<file path="src/rtl/me_pkg.sv">
// me_pkg: shared motion-estimation widths, saturation limit and candidate result type
package me_pkg;
  localparam int PART_W = 16;
  localparam int SAD_W = 22;
  localparam int CAND_W = 10;
  localparam logic [SAD_W-1:0] SAD_MAX = '1;
  typedef struct packed {
    logic [SAD_W-1:0]  sad;
    logic [CAND_W-1:0] idx;
    logic              last;
  } cand_res_t;
  typedef enum logic {IDLE, RUN} state_t;
endpackage

</file>
<file path="src/rtl/sad_min_tracker_if.sv">
// sad_min_tracker_if: partial-SAD input stream and min-SAD result bundle
interface sad_min_tracker_if;
  import me_pkg::*;
  logic              part_valid;
  logic [PART_W-1:0] part_sad;
  logic [CAND_W-1:0] cand_idx;
  logic              last_cand;
  logic              clear;
  logic [SAD_W-1:0]  min_sad;
  logic [CAND_W-1:0] min_idx;
  logic              finish_a_cur;
  logic              busy;
  logic              sat_flag;
  modport master (output part_valid, part_sad, cand_idx, last_cand, clear,
                  input min_sad, min_idx, finish_a_cur, busy, sat_flag);
  modport slave (input part_valid, part_sad, cand_idx, last_cand, clear,
                 output min_sad, min_idx, finish_a_cur, busy, sat_flag);
endinterface

</file>
<file path="src/rtl/sad_row_accum.sv">
// sad_row_accum: row counter and saturating accumulator producing one total per candidate
module sad_row_accum import me_pkg::*; #(
  parameter int ROWS = 16
) (
  input  logic              clk,
  input  logic              rst,
  input  logic              clear,
  input  logic              part_valid,
  input  logic [PART_W-1:0] part_sad,
  input  logic [CAND_W-1:0] cand_idx,
  input  logic              last_cand,
  output logic              busy_row,
  output logic              blk_start,
  output logic              sat_evt,
  output logic              done,
  output cand_res_t         res
);
  localparam int RW = $clog2(ROWS);
  localparam logic [RW-1:0] LAST_ROW = RW'(ROWS - 1);
  logic [RW-1:0] row_q, row_d;
  logic [SAD_W-1:0] acc_q, acc_d, added;
  logic [SAD_W:0] sum;
  logic [CAND_W-1:0] idx_q, idx_d;
  logic last_q, last_d, blk_q, blk_d, done_q, done_d, acc_v, row0;
  cand_res_t res_q, res_d;
  // blk_q remembers whether the next row 0 opens a new block
  always_comb begin
    acc_v = part_valid & ~clear;
    row0 = row_q == '0;
    sum = {1'b0, acc_q} + (SAD_W+1)'(part_sad);
    added = sum[SAD_W] ? SAD_MAX : sum[SAD_W-1:0];
    sat_evt = acc_v & ~row0 & sum[SAD_W];
    blk_start = acc_v & row0 & blk_q;
    done_d = acc_v & (row_q == LAST_ROW);
    row_d = clear ? '0 : acc_v ? (done_d ? '0 : row_q + 1'b1) : row_q;
    acc_d = clear ? '0 : acc_v ? (row0 ? SAD_W'(part_sad) : added) : acc_q;
    idx_d = clear ? '0 : (acc_v & row0) ? cand_idx : idx_q;
    last_d = clear ? 1'b0 : (acc_v & row0) ? last_cand : last_q;
    blk_d = clear ? 1'b1 : (acc_v & row0) ? last_cand : blk_q;
    res_d = done_d ? cand_res_t'{sad: added, idx: idx_q, last: last_q} : res_q;
  end
  always_ff @(posedge clk) begin
    if (rst) begin
      row_q <= '0;
      acc_q <= '0;
      idx_q <= '0;
      last_q <= 1'b0;
      blk_q <= 1'b1;
      done_q <= 1'b0;
      res_q <= '0;
    end else begin
      row_q <= row_d;
      acc_q <= acc_d;
      idx_q <= idx_d;
      last_q <= last_d;
      blk_q <= blk_d;
      done_q <= done_d;
      res_q <= res_d;
    end
  end
  assign busy_row = ~row0;
  assign done = done_q;
  assign res = res_q;
endmodule

</file>
<file path="src/rtl/sad_min_tracker.sv">
// sad_min_tracker: per-lane minimum total-SAD search over the candidates of one block
module sad_min_tracker import me_pkg::*; #(
  parameter int ROWS = 16
) (
  input logic clk,
  input logic rst,
  sad_min_tracker_if.slave bus
);
  logic busy_row, blk_start, sat_evt, done, take;
  logic cmp_v_q, cmp_v_d, seen_q, seen_d, fin_q, fin_d, sat_q, sat_d;
  logic [SAD_W-1:0] min_sad_q, min_sad_d;
  logic [CAND_W-1:0] min_idx_q, min_idx_d;
  cand_res_t res, cmp_q, cmp_d, best_q, best_d;
  state_t state_q, state_d;
  sad_row_accum #(.ROWS(ROWS)) u_accum (
    .clk(clk), .rst(rst), .clear(bus.clear), .part_valid(bus.part_valid),
    .part_sad(bus.part_sad), .cand_idx(bus.cand_idx), .last_cand(bus.last_cand),
    .busy_row(busy_row), .blk_start(blk_start), .sat_evt(sat_evt), .done(done), .res(res)
  );
  // seen_q clear means the candidate in compare is the first of its block
  always_comb begin
    cmp_v_d = ~bus.clear & done;
    cmp_d = bus.clear ? '0 : done ? res : cmp_q;
    take = ~seen_q | (cmp_q.sad < best_q.sad);
    best_d = (cmp_v_q & take) ? cmp_q : best_q;
    seen_d = bus.clear ? 1'b0 : cmp_v_q ? ~cmp_q.last : seen_q;
    fin_d = ~bus.clear & cmp_v_q & cmp_q.last;
    min_sad_d = fin_d ? best_d.sad : min_sad_q;
    min_idx_d = fin_d ? best_d.idx : min_idx_q;
    sat_d = blk_start ? 1'b0 : sat_q | sat_evt;
    state_d = bus.clear ? IDLE
            : (state_q == IDLE) ? (bus.part_valid ? RUN : IDLE)
            : (fin_d & ~busy_row & ~bus.part_valid) ? IDLE : RUN;
  end
  always_ff @(posedge clk) begin
    if (rst) begin
      cmp_v_q <= 1'b0;
      cmp_q <= '0;
      best_q <= '0;
      seen_q <= 1'b0;
      fin_q <= 1'b0;
      min_sad_q <= '0;
      min_idx_q <= '0;
      sat_q <= 1'b0;
      state_q <= IDLE;
    end else begin
      cmp_v_q <= cmp_v_d;
      cmp_q <= cmp_d;
      best_q <= best_d;
      seen_q <= seen_d;
      fin_q <= fin_d;
      min_sad_q <= min_sad_d;
      min_idx_q <= min_idx_d;
      sat_q <= sat_d;
      state_q <= state_d;
    end
  end
  assign bus.min_sad = min_sad_q;
  assign bus.min_idx = min_idx_q;
  assign bus.finish_a_cur = fin_q;
  assign bus.busy = (state_q == RUN) | cmp_v_q;
  assign bus.sat_flag = sat_q;
endmodule
</file>
<file path="src/flat_wrapper.sv">
// flat-port wrapper written by rule: the top's interface ports become plain ports
module sad_min_tracker_flat import me_pkg::*;
#(
  parameter int ROWS = 16
)
  (clk, rst, bus_part_valid, bus_part_sad, bus_cand_idx, bus_last_cand, bus_clear, bus_min_sad, bus_min_idx, bus_finish_a_cur, bus_busy, bus_sat_flag);
  sad_min_tracker_if bus_i ();
  input logic clk;
  input logic rst;
  input wire logic [$bits(bus_i.part_valid)-1:0] bus_part_valid;
  input wire logic [$bits(bus_i.part_sad)-1:0] bus_part_sad;
  input wire logic [$bits(bus_i.cand_idx)-1:0] bus_cand_idx;
  input wire logic [$bits(bus_i.last_cand)-1:0] bus_last_cand;
  input wire logic [$bits(bus_i.clear)-1:0] bus_clear;
  output wire logic [$bits(bus_i.min_sad)-1:0] bus_min_sad;
  output wire logic [$bits(bus_i.min_idx)-1:0] bus_min_idx;
  output wire logic [$bits(bus_i.finish_a_cur)-1:0] bus_finish_a_cur;
  output wire logic [$bits(bus_i.busy)-1:0] bus_busy;
  output wire logic [$bits(bus_i.sat_flag)-1:0] bus_sat_flag;
  assign bus_i.part_valid = bus_part_valid;
  assign bus_i.part_sad = bus_part_sad;
  assign bus_i.cand_idx = bus_cand_idx;
  assign bus_i.last_cand = bus_last_cand;
  assign bus_i.clear = bus_clear;
  assign bus_min_sad = bus_i.min_sad;
  assign bus_min_idx = bus_i.min_idx;
  assign bus_finish_a_cur = bus_i.finish_a_cur;
  assign bus_busy = bus_i.busy;
  assign bus_sat_flag = bus_i.sat_flag;
  sad_min_tracker #(.ROWS(ROWS)) u_core (.clk(clk), .rst(rst), .bus(bus_i));
endmodule
</file>
<file path="config.mk">
export PLATFORM = sky130hd
export DESIGN_NAME = sad_min_tracker_flat
export DESIGN_NICKNAME = d
export VERILOG_FILES = /design/src/rtl/me_pkg.sv /design/src/rtl/sad_min_tracker_if.sv /design/src/rtl/sad_row_accum.sv /design/src/rtl/sad_min_tracker.sv /design/src/flat_wrapper.sv
export SDC_FILE = /design/constraint.sdc
export NUM_CORES = 1
export LEC_CHECK = 0
export ABC_AREA = 1
export BUFFER_PORTS_ARGS = -buffer_cell sky130_fd_sc_hd__buf_2
export CORE_ASPECT_RATIO = 1.5
export CORE_MARGIN = 4
export CORE_UTILIZATION = 61
export DETAILED_ROUTE_END_ITERATION = 10
export GPL_TIMING_DRIVEN = 0
export MAX_ROUTING_LAYER = met4
export PLACE_DENSITY = 0.81
export SETUP_SLACK_MARGIN = 0.02
export SYNTH_ARGS = -nofsm -noshare
export SYNTH_HDL_FRONTEND = slang
export SYNTH_SLANG_ARGS = --single-unit
</file>
<file path="constraint.sdc">
create_clock -name clk -period 5.4 [get_ports clk]
set_input_delay 1.35 -clock clk [delete_from_list [all_inputs] [get_ports clk]]
set_output_delay 1.35 -clock clk [all_outputs]
set_load 0.01 [all_outputs]
</file>
After elaboration in Yosys (flattened, before gate mapping):

Cells that the tools add are included.

* RAM bits: 0
* word-level logic and storage cells: 56
* input bits: 31
* bits in registers: 175
* memory bits (read-only): 0
* memories kept: 0
* latch bits: 0

* mux-type cells: 7
* divide/modulo/power cells: 0
* $mul: 0
* equality and inequality tests: 1
* add/sub/neg operators: 2
* $lt $le $gt $ge: 1
* bitwise logic cells: 20
* shifts and indexed selects: 0
* reductions and logical operators: 3

Operators with widths (count)
* $mux W22: 2
* $mux W33: 1
* $add A22 B16 Y23: 1
* $lt A22 B22 Y1: 1
* $and A1 B1 Y1: 12
* $not A1 Y1: 5
* $add A4 B1 Y4 const B: 1
* $eq A4 B4 Y1 const B: 1
* $logic_not A4 Y1: 1
* $mux W4: 1
* $reduce_or A2 Y1: 2
* $mux W1: 3
* $or A1 B1 Y1: 3

Logic depth before layout (Yosys ltp):

Gate-level depths: netlist (run 1).

* depth after elaboration: 7
* gate-level depth with buffers: 17
* mapped depth without buffers: 16

Cells and area by module:

From an unflattened synthesis (run 1), not the netlist that was laid out.

* cells, all modules: 1247
* area total of the unflattened synthesis: 8869.8 sq um

By module, submodules not included
* sad_min_tracker: sequential area each 2042.0 sq um, instances 1, area an instance 4608.2 sq um, cells each 613
* sad_row_accum: sequential area each 1441.4 sq um, instances 1, area an instance 4261.6 sq um, cells each 634

Worst setup path before layout (run 1):

Ideal clock, no wire load.

* path type: input-to-reg
* from: in bus_part_sad[0]
* to: reg u_core.u_accum.acc_q[0]
* slack: 2.297 ns
* setup time: 0.128 ns
* cell stages on the path: 12
* data arrival time: 2.975 ns
* required time: 5.272 ns
* cell sequence: ha_1 -> fa_1 -> nand2_1 -> nand3_1 -> nand3_2 -> nand2_4 -> nand2_2 -> nand3_2 -> buf_6 -> or2_1 -> a21oi_2 -> nor2_1

* longest elaborated chain between the ends: 3

Ends and longest elaborated chain
* start, declared: line flat_wrapper.sv:11 `input wire logic [$bits(bus_i.part_sad)-1:0] bus_part_sad;`
* $add A22 B16 Y23: line sad_row_accum.sv:30 `sum = {1'b0, acc_q} + (SAD_W+1)'(part_sad);`
* $mux W22: line sad_row_accum.sv:31 `added = sum[SAD_W] ? SAD_MAX : sum[SAD_W-1:0];`
* $mux W22 (*): line sad_row_accum.sv:36 `acc_d = clear ? '0 : acc_v ? (row0 ? SAD_W'(part_sad) : added) : acc_q;`
* end signal, assigned: line sad_row_accum.sv:45 `acc_q <= '0;`
* end signal, assigned: line sad_row_accum.sv:53 `acc_q <= acc_d;`
* end, declared: line sad_row_accum.sv:21 `logic [SAD_W-1:0] acc_q, acc_d, added;`

Mark *: on every way between the ends. The rest lies on a longest branch, timed or not.
A chain may end at the register's enable or synchronous reset.

Final worst setup path (run 1):

* from: in bus_part_sad[0]
* to: reg u_core.u_accum.res_q, in the netlist u_core.u_accum.res[11]

* longest elaborated chain between the ends: 2

Ends and longest elaborated chain
* $add A22 B16 Y23: line sad_row_accum.sv:30
* $mux W22: line sad_row_accum.sv:31
* end signal, assigned: line sad_row_accum.sv:58 `res_q <= res_d;`
* end, declared: line sad_row_accum.sv:25 `cand_res_t res_q, res_d;`

Every way passes these cells.

==> run_results.csv, run 1 <==
group,metric,value,unit
global_route,grt_pass1_wl,36900,microns
die,core_area,13500,sq um
hold_path,hp-class,"reg -> reg",
sta,period_share,0.562,
power_and_ir_drop,vdd_drop_max,0.200,mV
sta,tightest_slew,0.670,ns
run,cap_viol_max_count,0,
critical_path,crit_buf_inv,2,
critical_path,reg2reg_from,"u_core.u_accum.acc_q[8]",
logic_synthesis,syn-num-nets,1303,
power_and_ir_drop,combPwrFrac,0.056,
power_and_ir_drop,pwr-share-seq,0.475,
logic_synthesis,synth_top_flop_cell,"dfxtp_1",
sta,rsz0062_at_grt,"false",
logic_synthesis,synth_commonest_cells,"nand2_1 (322), dfxtp_1 (174), inv_1 (152)",
die,rows,52,
outcome,status,"completed",
logic_synthesis,ys_ff_latch,174,
logic_synthesis,ys_seq_area_frac,0.412,
hold_path,hold_depth,2,
sta,finalClockSkew,0.0115,ns
clock_network,cts_buffers,17,
clock_network,clk_path_buf_depth,2,
sta,finalSetupViolCount,0,
logic_synthesis,synth_largest_area_cell,"dfxtp_1",
die,die_h,152,microns
clock_network,cts_tree,"built",
clock_network,htreeDepth,4,
critical_path,rr_worst_depth,8,
global_route,grt_pass1_vias,7933,
route,routed_wl,22000,microns
critical_path,crit_path_start_kind,"input pin",
logic_synthesis,synth_warnings,0,
critical_path,crit_slowest_cell,"fa_1",
cells_and_area,area_growth,13.6,%
global_route,overflow,0,
cells_and_area,seq_area,3480,sq um
cells_and_area,fin_nets,1386,
critical_path,crit_family,"simple AND/OR/NAND/NOR gates",
critical_path,worstSetupEndpointType,"register",
clock_network,clock-root-buffer,"clkbuf_16",
critical_path,worstReg2RegEnd,"u_core.u_accum.acc_q[9]",
clock_network,post_cts.repair.setup_buffers,0,
cells_and_area,diodes,0,
cells_and_area,fillCellCount,1211,
sta,maxSlewViolCount,0,
logic_synthesis,syn_area,8460,sq um
logic_synthesis,synthArstFlopShare,0,
die,pin_count,66,
cells_and_area,post-route-util,0.710,
critical_path,r2r_slack,3.10,ns
hold_path,hold_path_startpoint,"u_core.u_accum.idx_q[7]",
logic_synthesis,synth.area.top_cells,"dfxtp_1 (41%), nand2_1 (14%), inv_1 (6.7%), a21oi_1 (6.5%), nand3_1 (6.3%)",
cells_and_area,multi_input_area,4140,sq um
sta,fin_crit,3.03,ns
route,num_vias,8016,
power_and_ir_drop,swShare,0.251,
logic_synthesis,yosysMostFrequentCell,"nand2_1",
place,gp_congestion,1.04,
logic_synthesis,synthDominantCellAreaShare,0.412,
die,die_area,15900,sq um
logic_synthesis,syn-instance-count,1232,
sta,hold_viol_final,0,
clock_network,clk-insertion-delay-late,0.43,ns
route,first_iter_violations,396,
logic_synthesis,avgSynthCellArea,6.87,sq um
cells_and_area,drive_above_1_share,0.102,
global_route,antenna_found_initial,0,
global_route,grtUsageTotal,0.291,
die,initial_core_util,0.625,
critical_path,crit_type,"in -> reg",
clock_network,clock-sinks,174,
die,die_w,104,microns
clock_network,clkTransAtPathRegs,0.07,ns
global_route,grt_max_degree,19,
power_and_ir_drop,internal_power,0.00204,W
route,ant_nets,0,
power_and_ir_drop,power_density,284,nW/um^2
power_and_ir_drop,p_clk_frac,0.470,
critical_path,cp_max_fo,10,
logic_synthesis,synth_edf_count,0,
clock_network,holdBufCountCts,0,
critical_path,required,5.72,ns
critical_path,crit_chain,"buf_2 -> ha_1 -> fa_1 -> nand2_1 -> nand3_1 -> nand3_2 -> nand2_4 -> nand2_2 -> nand3_2 -> buf_6 -> or2_1 -> nor2_1 -> nor2_1",
logic_synthesis,synth_cell_types,40,
place,numPortBuffers,64,
route,drc,0,
power_and_ir_drop,p_leak,4.44,nW
route,wl_per_cell,14.8,microns
sta,fmax,330,MHz
place,hpwl,16800,microns
hold_path,whs_endpoint,"u_core.u_accum.idx_q[7]",
clock_network,ctsResizeCount,0,
sta,max_slew_margin,0.554,
sta,fin_tns_setup,0,ns
critical_path,slowest_delay,0.44,ns
power_and_ir_drop,power.net_switching,0.000683,W
route,dr.pass1.iters,6,
critical_path,arrival,3.36,ns
route,detail_route.vias_per_cell,5.38,
## placed cells by master (no fill, tap or decap), types with 4 or more instances in the layout
| cell type | n |
|---|---|
| dfxtp_1 | 174 |
| clkbuf_1 | 25 |
| xor2_1 | 7 |
| nand3_1 | 107 |
| o31ai_1 | 5 |
| a21oi_1 | 110 |
| clkbuf_16 | 17 |
| nor3_1 | 7 |
| a31oi_1 | 9 |
| inv_1 | 152 |
| nand2_2 | 4 |
| nor2_1 | 137 |
| buf_1 | 9 |
| buf_4 | 4 |
| a22o_1 | 8 |
| buf_2 | 81 |
| ha_1 | 39 |
| nand2_1 | 322 |
| o21ai_0 | 59 |
## flip-flops by register name (all words and copies together), names as in the netlist
name,flops
u_core.bus.min_idx,10
u_core.u_accum.done,1
u_core.cmp_q,33
u_core.bus.min_sad,22
u_core.seen_q,1
u_core.bus.finish_a_cur,1
u_core.bus.sat_flag,1
u_core.u_accum.blk_q,1
u_core.u_accum.last_q,1
u_core.u_accum.idx_q,10
u_core.state_q,1
u_core.cmp_v_q,1
u_core.u_accum.row_q,4
u_core.u_accum.res,33
u_core.u_accum.acc_q,22
u_core.best_q,32
## per-layer routing
layer | global-route usage | part of all wire
met3 | 0.0407 | 0.039
met4 | 0.162 | 0.049
met5 | - | 0
met2 | 0.532 | 0.53
met1 | 0.296 | 0.38
## cells by family (layout without fill, tap and decap cells)
group / count (synthesis) / in the layout / synth area share
compound gates: 203 / 203 / 0.130
buf+inv: 211 / 307 / 0.0988
fa+ha+maj: 40 / 40 / 0.0600
simple gates: 596 / 596 / 0.291
flops: 174 / 174 / 0.412
xor+xnor: 8 / 8 / 0.00828
## power by group through the flow
stage	Combinational, W	Clock [W]	Sequential (W)
after floorplan	0.0000958	0	0.00132
after global placement	0.000147	0	0.00132
after detailed placement	0.000149	0	0.00132
after CTS	0.000151	0.00129	0.00129
after global routing	0.000169	0.00135	0.00129
final	0.000152	0.00128	0.00129
## worst register-to-register path: cells and delay by family (launching register included)
family / cells / cell delay [ns]
AO/OA/AOI/OAI: 2 / 0.31
flip-flops: 1 / 0.32
AND/OR/NAND/NOR: 4 / 0.82
XOR/XNOR: 1 / 0.42
adder cells (fa/ha/maj): 1 / 0.36
## worst max-delay path by stage
| stage | endpoint | start | depth (start not counted) |
|---|---|---|---|
| after floorplan | u_core.u_accum.acc_q[0] | bus_part_sad[0] | 12 |
| after CTS | u_core.u_accum.res[11] | bus_part_sad[0] | 13 |
| final | u_core.u_accum.res[11] | bus_part_sad[0] | 13 |
| after detailed placement | u_core.u_accum.res[11] | bus_part_sad[0] | 13 |
| after global routing | u_core.u_accum.res[11] | bus_part_sad[0] | 13 |
| after global placement | u_core.u_accum.res[11] | bus_part_sad[0] | 13 |
## metrics by stage
stage	setup slack (ns)	power [W]	cells	hold slack [ns]	cell area, sq um
after floorplan	2.30	0.00142	1232	0.429	8460
after global placement	1.98	0.00147	1458	0.443	8980
after detailed placement	1.93	0.00147	1458	0.446	8980
final	2.37	0.00273	1490	0.457	9610
after CTS	2.37	0.00274	1490	0.460	9610
after global routing	2.25	0.00281	1490	0.477	9610
## cell type report
type                            instances  share of cell area
Multi-Input combinational cell        847               0.431
Sequential cell                       174               0.362
Inverter                              155              0.0605
Clock buffer                           17              0.0443
Timing Repair Buffer                   64              0.0333
Buffer                                 56              0.0264
Tap cell                              162              0.0211
Clock inverter                         15              0.0210
Note: power is estimated with default switching activity, not from simulation.
==> run 2: changes to the inputs <==
--- a/config.mk
+++ b/config.mk
@@ -5,15 +5,15 @@
 export SDC_FILE = /design/constraint.sdc
 export NUM_CORES = 1
 export LEC_CHECK = 0
-export ABC_AREA = 1
+export ABC_AREA = 0
 export BUFFER_PORTS_ARGS = -buffer_cell sky130_fd_sc_hd__buf_2
 export CORE_ASPECT_RATIO = 1.5
 export CORE_MARGIN = 4
-export CORE_UTILIZATION = 61
+export CORE_UTILIZATION = 59
 export DETAILED_ROUTE_END_ITERATION = 10
 export GPL_TIMING_DRIVEN = 0
 export MAX_ROUTING_LAYER = met4
-export PLACE_DENSITY = 0.81
+export PLACE_DENSITY = 0.79
 export SETUP_SLACK_MARGIN = 0.02
 export SYNTH_ARGS = -nofsm -noshare
 export SYNTH_HDL_FRONTEND = slang
==> constraint.sdc (replaced) <==
create_clock -name clk -period 2.8 [get_ports clk]
set_input_delay 0.7 -clock clk [delete_from_list [all_inputs] [get_ports clk]]
set_output_delay 0.7 -clock clk [all_outputs]
set_load 0.01 [all_outputs]
==> run 2 against run 1 <==
Against the previous run:
- final area shrank 7.7%
- combinational power grew 70%
- setup slack got worse by 2.2 ns
- non-clock buffer count fell by 6
- critical path depth is 3 lower
- clock-buffer cell count up 2
- register-to-register slack lost 2.9 ns
- total power rose by 88%
- critical path type unchanged
- largest cell class unchanged
- highest routed layer unchanged
==> run_results.csv, run 2 <==
group,metric,value,unit
logic_synthesis,synth_edf_count,0,
logic_synthesis,syn-instance-count,874,
route,ant_nets,0,
logic_synthesis,synth_warnings,0,
cells_and_area,fillCellCount,1034,
clock_network,clock-sinks,174,
logic_synthesis,syn_area,7720,sq um
die,rows,50,
global_route,grt_pass1_vias,6258,
critical_path,arrival,3.02,ns
logic_synthesis,avgSynthCellArea,8.83,sq um
logic_synthesis,ys_ff_latch,174,
critical_path,crit_type,"in -> reg",
global_route,grt_pass1_wl,29800,microns
clock_network,cts_tree,"built",
logic_synthesis,synth_largest_area_cell,"dfxtp_1",
outcome,status,"completed",
sta,finalClockSkew,0.00837,ns
clock_network,cts_buffers,17,
logic_synthesis,yosysMostFrequentCell,"dfxtp_1",
route,drc,0,
hold_path,hp-class,"reg -> reg",
logic_synthesis,synth_cell_types,56,
route,dr.pass1.iters,5,
route,first_iter_violations,215,
power_and_ir_drop,p_leak,3.28,nW
clock_network,clk-insertion-delay-late,0.43,ns
critical_path,crit_path_start_kind,"input pin",
logic_synthesis,ys_seq_area_frac,0.451,
power_and_ir_drop,power_density,579,nW/um^2
cells_and_area,diodes,0,
die,die_h,148,microns
critical_path,worstSetupEndpointType,"register",
cells_and_area,fin_nets,1030,
die,die_w,101,microns
global_route,antenna_found_initial,0,
sta,finalSetupViolCount,0,
clock_network,clkTransAtPathRegs,0.06,ns
sta,max_slew_margin,0.478,
logic_synthesis,syn-num-nets,945,
cells_and_area,area_growth,15.0,%
cells_and_area,layout_common_cells,"dfxtp_1 (174), nor2_1 (155), nand2_1 (78)",
power_and_ir_drop,vdd_drop_max,0.404,mV
place,hpwl,13600,microns
sta,maxSlewViolCount,0,
power_and_ir_drop,power.total,0.00514,W
clock_network,holdBufCountCts,0,
run,cap_viol_max_count,0,
die,pin_count,66,
clock_network,clock-root-buffer,"clkbuf_16",
route,detail_route.vias_per_cell,5.73,
critical_path,required,3.14,ns
cells_and_area,layout_commonest_cell,"dfxtp_1",
route,wl_per_cell,16.1,microns
sta,fmax,374,MHz
sta,fin_crit,2.67,ns
sta,hold_viol_final,0,
sta,tightest_slew,0.780,ns
die,core_area,12600,sq um
logic_synthesis,synth_commonest_cells,"dfxtp_1 (174), nor2_1 (155), nand2_1 (78)",
die,die_area,15000,sq um
route,num_vias,6464,
sta,rsz0062_at_grt,"false",
clock_network,clk_path_buf_depth,2,
place,gp_congestion,0.944,
critical_path,cp_max_fo,5,
global_route,grtUsageTotal,0.255,
place,numPortBuffers,65,
die,initial_core_util,0.611,
logic_synthesis,synth.area.top_cells,"dfxtp_1 (45%), mux2i_1 (8.8%), nor2_1 (7.5%), ha_1 (6.3%), a21oi_1 (4.7%)",
sta,fin_tns_setup,0,ns
route,routed_wl,18100,microns
sta,period_share,0.954,
global_route,overflow,0,
logic_synthesis,synth_top_flop_cell,"dfxtp_1",
global_route,grt_max_degree,17,
logic_synthesis,synthArstFlopShare,0,
clock_network,htreeDepth,4,
logic_synthesis,synthDominantCellAreaShare,0.451,
cells_and_area,drive_above_1_share,0.124,
run 2: kinds of logic after synthesis:
| logic type | synth area share |
|---|---|
| AOI/OAI and AO/OA | 0.169 |
| adders and majority gates | 0.0658 |
| buffers and inverters | 0.0469 |
| DFF | 0.451 |
| muxes | 0.0897 |
| and+or+nand+nor | 0.160 |
| xor gates and xnor gates | 0.0170 |
run 2: final timing paths:
path                               from                       end  slack, ns  cells past startpoint
setup / recovery        bus_part_sad[0]  u_core.u_accum.acc_q[16]       0.13                     10
hold / removal    u_core.u_accum.res[3]     u_core.u_accum.res[3]       0.46                      2
setup reg to reg      u_core.best_q[18]     u_core.bus.min_sad[8]       0.16                     11
hold reg to reg   u_core.u_accum.res[3]     u_core.u_accum.res[3]       0.46                      2
run 2: cell type report:
type | count | area [sq um] | area share
buffer | 48 | 250 | 0.0282
tap | 156 | 195 | 0.0220
clock inverter | 13 | 150 | 0.0169
timing repair buffer | 66 | 345 | 0.0389
multi-input combinational | 622 | 3880 | 0.438
clock buffer | 19 | 453 | 0.0510
sequential | 174 | 3480 | 0.393
inverter | 30 | 113 | 0.0127
run 2: per-stage QoR:
step,hold slack [ns],setup WS (ns),utilization,instances,cell area [sq um]
after detailed placement,0.448,-0.461,0.652,1095,8240
final,0.459,0.129,0.702,1128,8870
after global placement,0.439,-0.433,0.652,1095,8240
after floorplan,0.430,0.182,-,874,7720
after CTS,0.459,0.0999,0.700,1127,8850
after global routing,0.475,0.0259,0.702,1128,8870
run 2: worst max-delay path, cell delays in order:
cell and delay, ns:
buf_2 0.11, ha_1 0.22, fa_1 0.44, a211oi_1 0.26, o21ai_1 0.18, o211a_1 0.27, o21bai_1 0.23, a21oi_1 0.19
and4_1 0.25, nor3_1 0.17
run 2: report_power, final:
part           total, W  switching, W  internal (W)
clock network   0.00239       0.00100       0.00138
registers       0.00249    0.00000766       0.00249
logic          0.000259      0.000175     0.0000845
run 2: timing repair:
action | 4_1_cts | 5_1_grt
endpoints found under the setup margin | 4 | 28
resized for setup | 1 | 3
cloned | 0 | 0
pin swaps | 0 | 1
hold endpoints to repair | 0 | 0
setup buffers | 0 | 1
run 2: per-layer routing:
layer / GRT usage / vias up / routed length [microns] / part of all wire
li1: - / 3231 / - / -
met1: 0.301 / 3059 / 7650 / 0.42
met2: 0.439 / 144 / 9450 / 0.52
met3: 0.0375 / 30 / 742 / 0.041
met4: 0.0832 / 0 / 296 / 0.016
met5: - / - / 0 / 0
